### config.mk
export PLATFORM = sky130hd
export DESIGN_NAME = minimig_autoconfig_master
export DESIGN_NICKNAME = d
export VERILOG_FILES = /design/src/rtl/minimig_autoconfig_master.sv
export SDC_FILE = /design/constraint.sdc
export NUM_CORES = 1
export LEC_CHECK = 0
export ABC_AREA = 1
export CORE_AREA = 2 2 85 169
export DETAILED_ROUTE_END_ITERATION = 10
export DIE_AREA = 0 0 87 171
export PLACE_DENSITY = 0.76
export SLEW_MARGIN = 20
export SYNTH_ARGS = -nofsm -noshare
export SYNTH_HDL_FRONTEND = slang
export SYNTH_SLANG_ARGS = --single-unit
### constraint.sdc
create_clock -name clk -period 5.15 [get_ports clk]
set_clock_uncertainty 0.2 [all_clocks]
set_input_delay 1.03 -clock clk [delete_from_list [all_inputs] [get_ports clk]]
set_output_delay 1.03 -clock clk [all_outputs]
set_load 0.02 [all_outputs]
### src/rtl/minimig_autoconfig_master.sv
// Host-side AutoConfig initiator: walks the Zorro chain at $E80000, sizes each board,
// assigns it a naturally aligned base from the ZII or ZIII pool, or shuts it up.
`timescale 1ns/1ps
module minimig_autoconfig_master #(
  parameter int unsigned MAX_BOARDS     = 8,
  parameter logic [7:0]  ZII_POOL_BASE  = 8'h20,
  parameter logic [7:0]  ZII_POOL_END   = 8'hA0,
  parameter logic [15:0] ZIII_POOL_BASE = 16'h4000
) (
  input  logic        clk,
  input  logic        reset_n,
  input  logic        clk7_en,
  input  logic        start,
  output logic        bus_req,
  input  logic        bus_ack,
  output logic [7:0]  address_out,
  output logic        rd,
  output logic        hwr,
  output logic        lwr,
  output logic [15:0] data_out,
  input  logic [15:0] data_in,
  output logic [3:0]  board_count,
  output logic [3:0]  shutup_count,
  output logic [7:0]  zii_next,
  output logic [15:0] ziii_next,
  output logic        busy,
  output logic        done
);

  typedef enum logic [3:0] {
    IDLE, RD_T0, RD_T1, RD_F0, DECODE, WR_BASE, WR_SHUT, NEXT, DONE
  } state_t;

  state_t      state_q, state_d;
  logic        bus_req_q, bus_req_d, rd_q, rd_d, hwr_q, hwr_d, lwr_q, lwr_d;
  logic [7:0]  addr_q, addr_d;
  logic [15:0] data_q, data_d;
  logic [3:0]  bcnt_q, bcnt_d, scnt_q, scnt_d;
  logic [7:0]  zii_q, zii_d;
  logic [15:0] ziii_q, ziii_d;
  logic        busy_q, busy_d, done_q, done_d;
  logic [7:0]  type_q, type_d;
  logic        ext_q, ext_d;
  logic        z3_q, z3_d;
  logic [15:0] wdata_q, wdata_d;
  logic [15:0] nptr_q, nptr_d;

  logic [2:0]  code;
  logic        zorro3, reserved, fits;
  logic [17:0] size_u, cur, base, sum;

  logic unused_bits;
  assign unused_bits = ^{data_in[11:0], type_q[5:3]};

  // Sizes and addresses are in 64K units; 18 bits keeps the ZIII end-of-space carry visible.
  always_comb begin
    code     = type_q[2:0];
    zorro3   = (type_q[7:6] == 2'b10);
    size_u   = '0;
    reserved = 1'b0;
    if (zorro3 && ext_q) begin
      if (code == 3'b111) reserved = 1'b1;
      else                size_u   = 18'h100 << code;
    end else if (code == 3'b000) begin
      size_u = 18'h80;
    end else begin
      size_u = 18'h1 << (code - 3'd1);
    end
    cur  = zorro3 ? {2'b00, ziii_q} : {10'b0, zii_q};
    base = (cur + size_u - 18'd1) & ~(size_u - 18'd1);
    sum  = base + size_u;
    fits = !reserved && (zorro3 ? (sum <= 18'h0FFFF) : (sum <= {10'b0, ZII_POOL_END}));
  end

  always_comb begin
    state_d   = state_q;
    bus_req_d = bus_req_q;
    rd_d      = rd_q;
    hwr_d     = hwr_q;
    lwr_d     = lwr_q;
    addr_d    = addr_q;
    data_d    = data_q;
    bcnt_d    = bcnt_q;
    scnt_d    = scnt_q;
    zii_d     = zii_q;
    ziii_d    = ziii_q;
    busy_d    = busy_q;
    done_d    = done_q;
    type_d    = type_q;
    ext_d     = ext_q;
    z3_d      = z3_q;
    wdata_d   = wdata_q;
    nptr_d    = nptr_q;
    if (clk7_en) begin
      unique case (state_q)
        IDLE, DONE: begin
          if (start) begin
            bcnt_d  = '0;
            scnt_d  = '0;
            zii_d   = ZII_POOL_BASE;
            ziii_d  = ZIII_POOL_BASE;
            busy_d  = 1'b1;
            done_d  = 1'b0;
            state_d = RD_T0;
          end
        end
        RD_T0, RD_T1, RD_F0: begin
          if (!bus_req_q) begin
            bus_req_d = 1'b1;
            rd_d      = 1'b1;
            addr_d    = (state_q == RD_T0) ? 8'h00 : (state_q == RD_T1) ? 8'h01 : 8'h04;
          end else if (bus_ack) begin
            bus_req_d = 1'b0;
            rd_d      = 1'b0;
            if (state_q == RD_T0) begin
              type_d[7:4] = data_in[15:12];
              state_d     = RD_T1;
            end else if (state_q == RD_T1) begin
              type_d[3:0] = data_in[15:12];
              state_d     = RD_F0;
            end else begin
              // flag nibble reads back inverted, so er_Flags bit 5 is the raw bit 1 negated
              ext_d   = ~data_in[13];
              state_d = DECODE;
            end
          end
        end
        DECODE: begin
          if (!type_q[7]) begin
            state_d = DONE;
            busy_d  = 1'b0;
            done_d  = 1'b1;
          end else if (fits) begin
            z3_d    = zorro3;
            wdata_d = zorro3 ? base[15:0] : {base[7:0], base[7:0]};
            nptr_d  = sum[15:0];
            state_d = WR_BASE;
          end else begin
            state_d = WR_SHUT;
          end
        end
        WR_BASE, WR_SHUT: begin
          if (!bus_req_q) begin
            bus_req_d = 1'b1;
            hwr_d     = 1'b1;
            lwr_d     = 1'b1;
            if (state_q == WR_SHUT) begin
              addr_d = 8'h26;
              data_d = '0;
            end else begin
              addr_d = z3_q ? 8'h22 : 8'h24;
              data_d = wdata_q;
            end
          end else if (bus_ack) begin
            bus_req_d = 1'b0;
            hwr_d     = 1'b0;
            lwr_d     = 1'b0;
            state_d   = NEXT;
            if (state_q == WR_SHUT) begin
              scnt_d = scnt_q + 4'd1;
            end else begin
              bcnt_d = bcnt_q + 4'd1;
              if (z3_q) ziii_d = nptr_q;
              else      zii_d  = nptr_q[7:0];
            end
          end
        end
        NEXT: begin
          if (({1'b0, bcnt_q} + {1'b0, scnt_q}) == 5'(MAX_BOARDS)) begin
            state_d = DONE;
            busy_d  = 1'b0;
            done_d  = 1'b1;
          end else begin
            state_d = RD_T0;
          end
        end
        default: state_d = IDLE;
      endcase
    end
  end

  always_ff @(posedge clk) begin
    if (!reset_n) begin
      state_q   <= IDLE;
      bus_req_q <= 1'b0;
      rd_q      <= 1'b0;
      hwr_q     <= 1'b0;
      lwr_q     <= 1'b0;
      addr_q    <= '0;
      data_q    <= '0;
      bcnt_q    <= '0;
      scnt_q    <= '0;
      zii_q     <= ZII_POOL_BASE;
      ziii_q    <= ZIII_POOL_BASE;
      busy_q    <= 1'b0;
      done_q    <= 1'b0;
      type_q    <= '0;
      ext_q     <= 1'b0;
      z3_q      <= 1'b0;
      wdata_q   <= '0;
      nptr_q    <= '0;
    end else begin
      state_q   <= state_d;
      bus_req_q <= bus_req_d;
      rd_q      <= rd_d;
      hwr_q     <= hwr_d;
      lwr_q     <= lwr_d;
      addr_q    <= addr_d;
      data_q    <= data_d;
      bcnt_q    <= bcnt_d;
      scnt_q    <= scnt_d;
      zii_q     <= zii_d;
      ziii_q    <= ziii_d;
      busy_q    <= busy_d;
      done_q    <= done_d;
      type_q    <= type_d;
      ext_q     <= ext_d;
      z3_q      <= z3_d;
      wdata_q   <= wdata_d;
      nptr_q    <= nptr_d;
    end
  end

  assign bus_req      = bus_req_q;
  assign rd           = rd_q;
  assign hwr          = hwr_q;
  assign lwr          = lwr_q;
  assign address_out  = addr_q;
  assign data_out     = data_q;
  assign board_count  = bcnt_q;
  assign shutup_count = scnt_q;
  assign zii_next     = zii_q;
  assign ziii_next    = ziii_q;
  assign busy         = busy_q;
  assign done         = done_q;

endmodule

After elaboration in Yosys (flattened, before gate mapping)
Index checks and enable logic that the tools add are counted.

storage, ports and cells
  register bits after elaboration = 106
  bits of input ports = 21

operators by class
  order comparisons = 2
  mux-type cells = 60
  reductions and logical operators = 27
  equality and inequality tests = 25
  $add $sub $neg = 8
  bitwise logic cells = 6
  shift operators = 2

operator list
  operator                                                count
  two-way mux 16 bit                                      8
  two-way mux 4 bit                                       14
  two-way mux 8 bit                                       7
  two-way mux 18 bit                                      3
  subtractor 18 x 1 -> 18 bit (second input constant)     2
  case mux 16 bit (2 select lines)                        1
  case mux 8 bit (2 select lines)                         2
  AND reduction 6 bit                                     5
  inequality test 2 bit (second input constant)           14
  case mux 4 bit (5 select lines)                         1
  adder 16 x 18 -> 18 bit                                 1
  adder 18 bit                                            1
  bitwise AND 18 bit                                      1
  <= comparator 18 x 16 -> 1 bit (second input constant)  1
  <= comparator 18 x 8 -> 1 bit (second input constant)   1
  two-way mux 3 bit                                       6
  NOT 18 bit                                              1
  left shift 1 x 3 -> 18 bit (first input constant)       1
  left shift 9 x 3 -> 18 bit (first input constant)       1
  == test 4 x 3 -> 1 bit (second input constant)          4
  case mux 4 bit (2 select lines)                         2
  AND reduction 7 bit                                     2
  two-way mux 1 bit                                       13
  AND reduction 5 bit                                     2
  24 further kinds                                        36

Logic depth before layout (Yosys ltp)
Gate-level depths: netlist of run 1.

  depth in word-level cells = 14
  mapped depth = 38

Worst setup path before layout of run 1
Ideal clock, no wire load.

  path type = reg-to-reg
  start point = register type_q[6]
  end point = register nptr_q[14]
  clock period less this slack = 5.176 ns
  setup slack = -0.026 ns
  data arrival time = 4.862 ns
  data required time = 4.836 ns
  library setup time = 0.114 ns
  buffers on the path = 4
  cell stages (with the launch flop) = 32
  path through = dfxtp_1 -> inv_1 -> nand2_1 -> clkbuf_1 -> clkbuf_1 -> mux2i_1 -> ha_1 -> inv_1 -> ha_1 -> fa_1 -> nand2_1 -> nand3_1 -> nand2_1 -> nand2_1 -> a21oi_1 -> o21ai_0 -> nand2_1 -> nand2_1 -> xnor2_1 -> a31oi_1 -> ha_1 -> a21oi_1 -> a21boi_1 -> nand4_1 -> nand2_1 -> nand3_1 -> o21bai_2 -> nand4_2 -> buf_6 -> buf_4 -> a21oi_1 -> nor2_1

on the way
  cells in the longest elaborated chain, start to end = 11
  elaborated cells between the ends (all ways) = 17

RTL lines
  what                                                                                    line  source
  from (decl)                                                                             42    logic [7:0] type_q, type_d;
  from (signal assigned)                                                                  216   type_q <= type_d;
  == test 2 bit (*)                                                                       58    zorro3 = (type_q[7:6] == 2'b10);
  logical AND 1 bit                                                                       61    if (zorro3 && ext_q) begin
  two-way mux 18 bit                                                                      61
  adder 16 x 18 -> 18 bit / subtractor 18 x 1 -> 18 bit (equally long branches)           70    base = (cur + size_u - 18'd1) & ~(size_u - 18'd1);
  subtractor 18 x 1 -> 18 bit / NOT 18 bit (equally long branches)                        70
  bitwise AND 18 bit                                                                      70
  adder 18 bit                                                                            71    sum = base + size_u;
  <= comparator 18 x 8 -> 1 bit / <= comparator 18 x 16 -> 1 bit (equally long branches)  72    fits = !reserved && (zorro3 ? (sum <= 18'h0FFFF) : (sum <= {10'b0, ZII_POOL_END}));
  two-way mux 1 bit                                                                       72
  logical AND 1 bit                                                                       72
  AND reduction 4 bit (no line)                                                           n/a
  to (signal assigned)                                                                    220   nptr_q <= nptr_d;
  to (decl)                                                                               46    logic [15:0] nptr_q, nptr_d;

Mark *: on every way between the ends. The rest lies on a longest branch, timed or not.
A chain may end at the register's enable or synchronous reset.

Worst setup path after layout of run 1
  start point = register type_q[6]
  end point = register wdata_q[10]

on the way
  cells in the longest elaborated chain, start to end = 11
  elaborated cells between the ends (all ways) = 18

RTL lines
  what                                                                                    line  source
  == test 2 bit (*)                                                                       58
  logical AND 1 bit                                                                       61
  two-way mux 18 bit                                                                      61
  adder 16 x 18 -> 18 bit / subtractor 18 x 1 -> 18 bit (equally long branches)           70
  subtractor 18 x 1 -> 18 bit / NOT 18 bit (equally long branches)                        70
  bitwise AND 18 bit                                                                      70
  adder 18 bit                                                                            71
  <= comparator 18 x 8 -> 1 bit / <= comparator 18 x 16 -> 1 bit (equally long branches)  72
  two-way mux 1 bit                                                                       72
  logical AND 1 bit                                                                       72
  AND reduction 4 bit (no line)                                                           n/a
  to (signal assigned)                                                                    219   wdata_q <= wdata_d;
  to (decl)                                                                               45    logic [15:0] wdata_q, wdata_d;

Marked as above.

==> out/results.tsv, run 1 <==
metric	value	unit
run_status	complete, no violations	
final_cell_mix	nand2_1 (254), inv_1 (134), nor2_1 (133)	
pre_cts_ws	-0.0524	ns
diodes	0	
tritoncts	yes	
cp_max_fo	12	
dp_hpwl	15600	um
core_area	0.0137	mm^2
drv_cap	0	
cts.sinks	100	
min-delay-start	data_out[11]	
path_class	reg -> reg	
path_clk_slew	0.08	ns
port_buffers	66	
synth_top_family_by_area	simple AND/OR/NAND/NOR gates	
synthToLayoutAreaGrowth	40.5	%
start_util	50.1	%
clock_path_buffers	2	
crit_top_cell	nand2_2	
grt_pass1_wl	32800	um
insertion_delay	0.35	ns
finalHoldViolCount	0	
drc_errors	0	
dr_total_vias	7718	
ys_warn_count	0	
setup_violations	0	
die_x	87	um
fin_nets	1332	
synthCells	1085	
via_per_inst	5.42	
grt_max_degree	60	
r2r_end	wdata_q[10]	
drtIter0Drc	500	
whs_path_depth	2	
grt-ovfl-total	0	
whs	0.264	ns
synth_flop_cell	dfxtp_1	
slowest_stage	fa_2	
powerDensity	206	mW/mm^2
leakagePower	4.63	nW
synth_compound_area_share	12.3	%
final_util	70.3	%
drt-pass1-iter-count	5	
ff2ff_path_depth	30	
netlist_area	0.00684	mm^2
synthMuxAreaShare	0.732	%
cts_buffers	9	
final_common_cell	nand2_1	
cp-start-kind	flop	
grt_antenna_before_repair	0	
tightest_slew	0.828	ns
r2r_slack	0.06	ns
cp-end-kind	flop	
total_power	1.98	mW
first_global_vias	7084	
ant_nets	0	
avgSynthCellArea	6.30	um^2
routed_wirelength	22700	um
ys_async_sr_fraction	0	%
cts-hold-fix-buffers	0	
rows	61	
die_h	171	um
period_share	98.8	%
fin_tns_setup	0	ns
gp_congestion	0.945	
seq_area_frac_synth	29.3	%
max-slew-margin-rel	44.6	%
clock.fmax	0.197	GHz
synth-xor-area-share	1.67	%
synth-adder-area-share	9.37	%
cts_htree_levels	3	
cts-root-buf	clkbuf_16	
layout_setup_ws	0.0632	ns
synth-edff-count	0	
grt_usage	27.7	%
worstHoldEndpoint	data_out[11]	
ir_worst_vdd	0.000264	V
ys_types	49	
cpPeakStageDelay	0.42	ns
timing.rr.start	type_q[6]	
cp_data_arrival_time	5.14	ns
drv_slew	0	
finalCriticalPeriod	5.09	ns
ys_ff_latch	100	
cp_data_required_time	5.20	ns
min_path_type	reg -> reg	
yosys.area_share.simple	35.2	%
dieArea	0.0149	mm^2
drive_gt1_share	24.2	%
io_pins	83	
wl_per_cell	16.0	um
routing by layer:
layer  vias to the layer above  share of wire (%)  global-route usage [%]
li1                       3810                  -                       -
met5                         -                  0                       0
met1                      3552                 39                    31.8
met2                       258                 50                    49.3
met4                         0                6.9                    13.5
met3                        98                4.5                    3.57
cells in the mapped netlist, types with 3 or more instances:
| library cell | count | area (um^2) |
|---|---|---|
| a31oi_1 | 5 | 31.3 |
| o21ai_0 | 44 | 220 |
| xor2_1 | 6 | 52.6 |
| nor3_1 | 12 | 60.1 |
| buf_4 | 7 | 52.6 |
| nand2_1 | 284 | 1070 |
| nand3b_1 | 3 | 22.5 |
| dfxtp_1 | 100 | 2000 |
| ha_1 | 48 | 601 |
| nand3_1 | 72 | 360 |
| inv_2 | 16 | 60.1 |
| inv_1 | 141 | 529 |
| a211oi_1 | 6 | 45.0 |
| buf_2 | 3 | 15.0 |
| clkbuf_1 | 22 | 82.6 |
| or2_2 | 4 | 25.0 |
| mux2i_1 | 5 | 50.1 |
| buf_6 | 3 | 33.8 |
| nand4_1 | 12 | 75.1 |
| nor2_2 | 5 | 31.3 |
| nor2_1 | 155 | 582 |
| xnor2_1 | 7 | 61.3 |
| a21oi_1 | 86 | 430 |
| o21ai_1 | 4 | 20.0 |
| clkinv_1 | 3 | 11.3 |
metrics by stage:
stage          cells  area (um^2)
2_1_floorplan   1088         6850
3_3_place_gp    1371         8260
3_5_place_dp    1371         8260
4_1_cts         1390         8590
5_1_grt         1423         9610
6_report        1423         9610
what timing repair did:
action	CTS	global route
setup buffers	3	23
resized for setup	4	151
setup endpoints to repair	33	35
gates cloned	0	10
pin swaps	1	52
flip-flops by register name, indices dropped and copies added (netlist names):
name	count
busy	1
bus_req	1
wdata_q	16
zii_next	8
z3_q	1
ext_q	1
address_out	4
shutup_count	4
rd	1
state_q	4
type_q	5
nptr_q	16
data_out	16
ziii_next	16
board_count	4
lwr	1
done	1
kinds of logic (layout without fill, tap and decap cells):
family,count (synthesis),count (layout)
and+or+nand+nor,565,567
buffers and inverters,195,371
AOI/OAI and AO/OA,156,156
DFF,100,100
adders and majority gates,50,50
xor gates and xnor gates,13,13
muxes,5,5
other,1,4
report_power, final:
group	switching (mW)	internal, mW	leakage (nW)
registers	0.0215	0.794	0.811
clock network	0.332	0.357	0.147
logic	0.273	0.200	3.68
total	0.626	1.35	4.63
critical path, delay by kind of cell (launching register included):
| kind | cells | cell delay [ns] |
|---|---|---|
| buffers and inverters | 5 | 0.60 |
| flip-flops | 1 | 0.32 |
| XOR/XNOR | 1 | 0.17 |
| AND/OR/NAND/NOR | 14 | 1.46 |
| adder cells (fa/ha/maj) | 4 | 1.15 |
| AO/OA/AOI/OAI | 6 | 1.05 |
worst max-delay path by stage:
stage                     startpoint  slack, ns           to
final                      type_q[6]       0.06  wdata_q[10]
after CTS                  type_q[6]      0.005  wdata_q[12]
after detailed placement   type_q[1]      -0.05    nptr_q[4]
after global placement     type_q[1]       0.01    nptr_q[5]
after floorplan            type_q[6]       0.11   nptr_q[14]
after global routing       type_q[6]      -0.18  wdata_q[10]
area by class of cell:
type                            count  area [um^2]
Sequential cell                   100         2010
Clock inverter                      6         61.3
Fill cell                        1130         4050
Multi-Input combinational cell    795         4730
Tap cell                          157          196
Clock buffer                       10          239
Timing Repair Buffer              195         1770
Inverter                          160          603
Power figures use the tool's default switching activity.
==> run 2, diff against run 1 <==
--- a/config.mk
+++ b/config.mk
@@ -7,6 +7,7 @@
 export LEC_CHECK = 0
 export ABC_AREA = 1
 export CORE_AREA = 2 2 85 169
+export CTS_CLUSTER_SIZE = 12
 export DETAILED_ROUTE_END_ITERATION = 10
 export DIE_AREA = 0 0 87 171
 export PLACE_DENSITY = 0.76
==> results of run 2 <==
No change in the layout: final DEF, timing and power equal those of run 1.
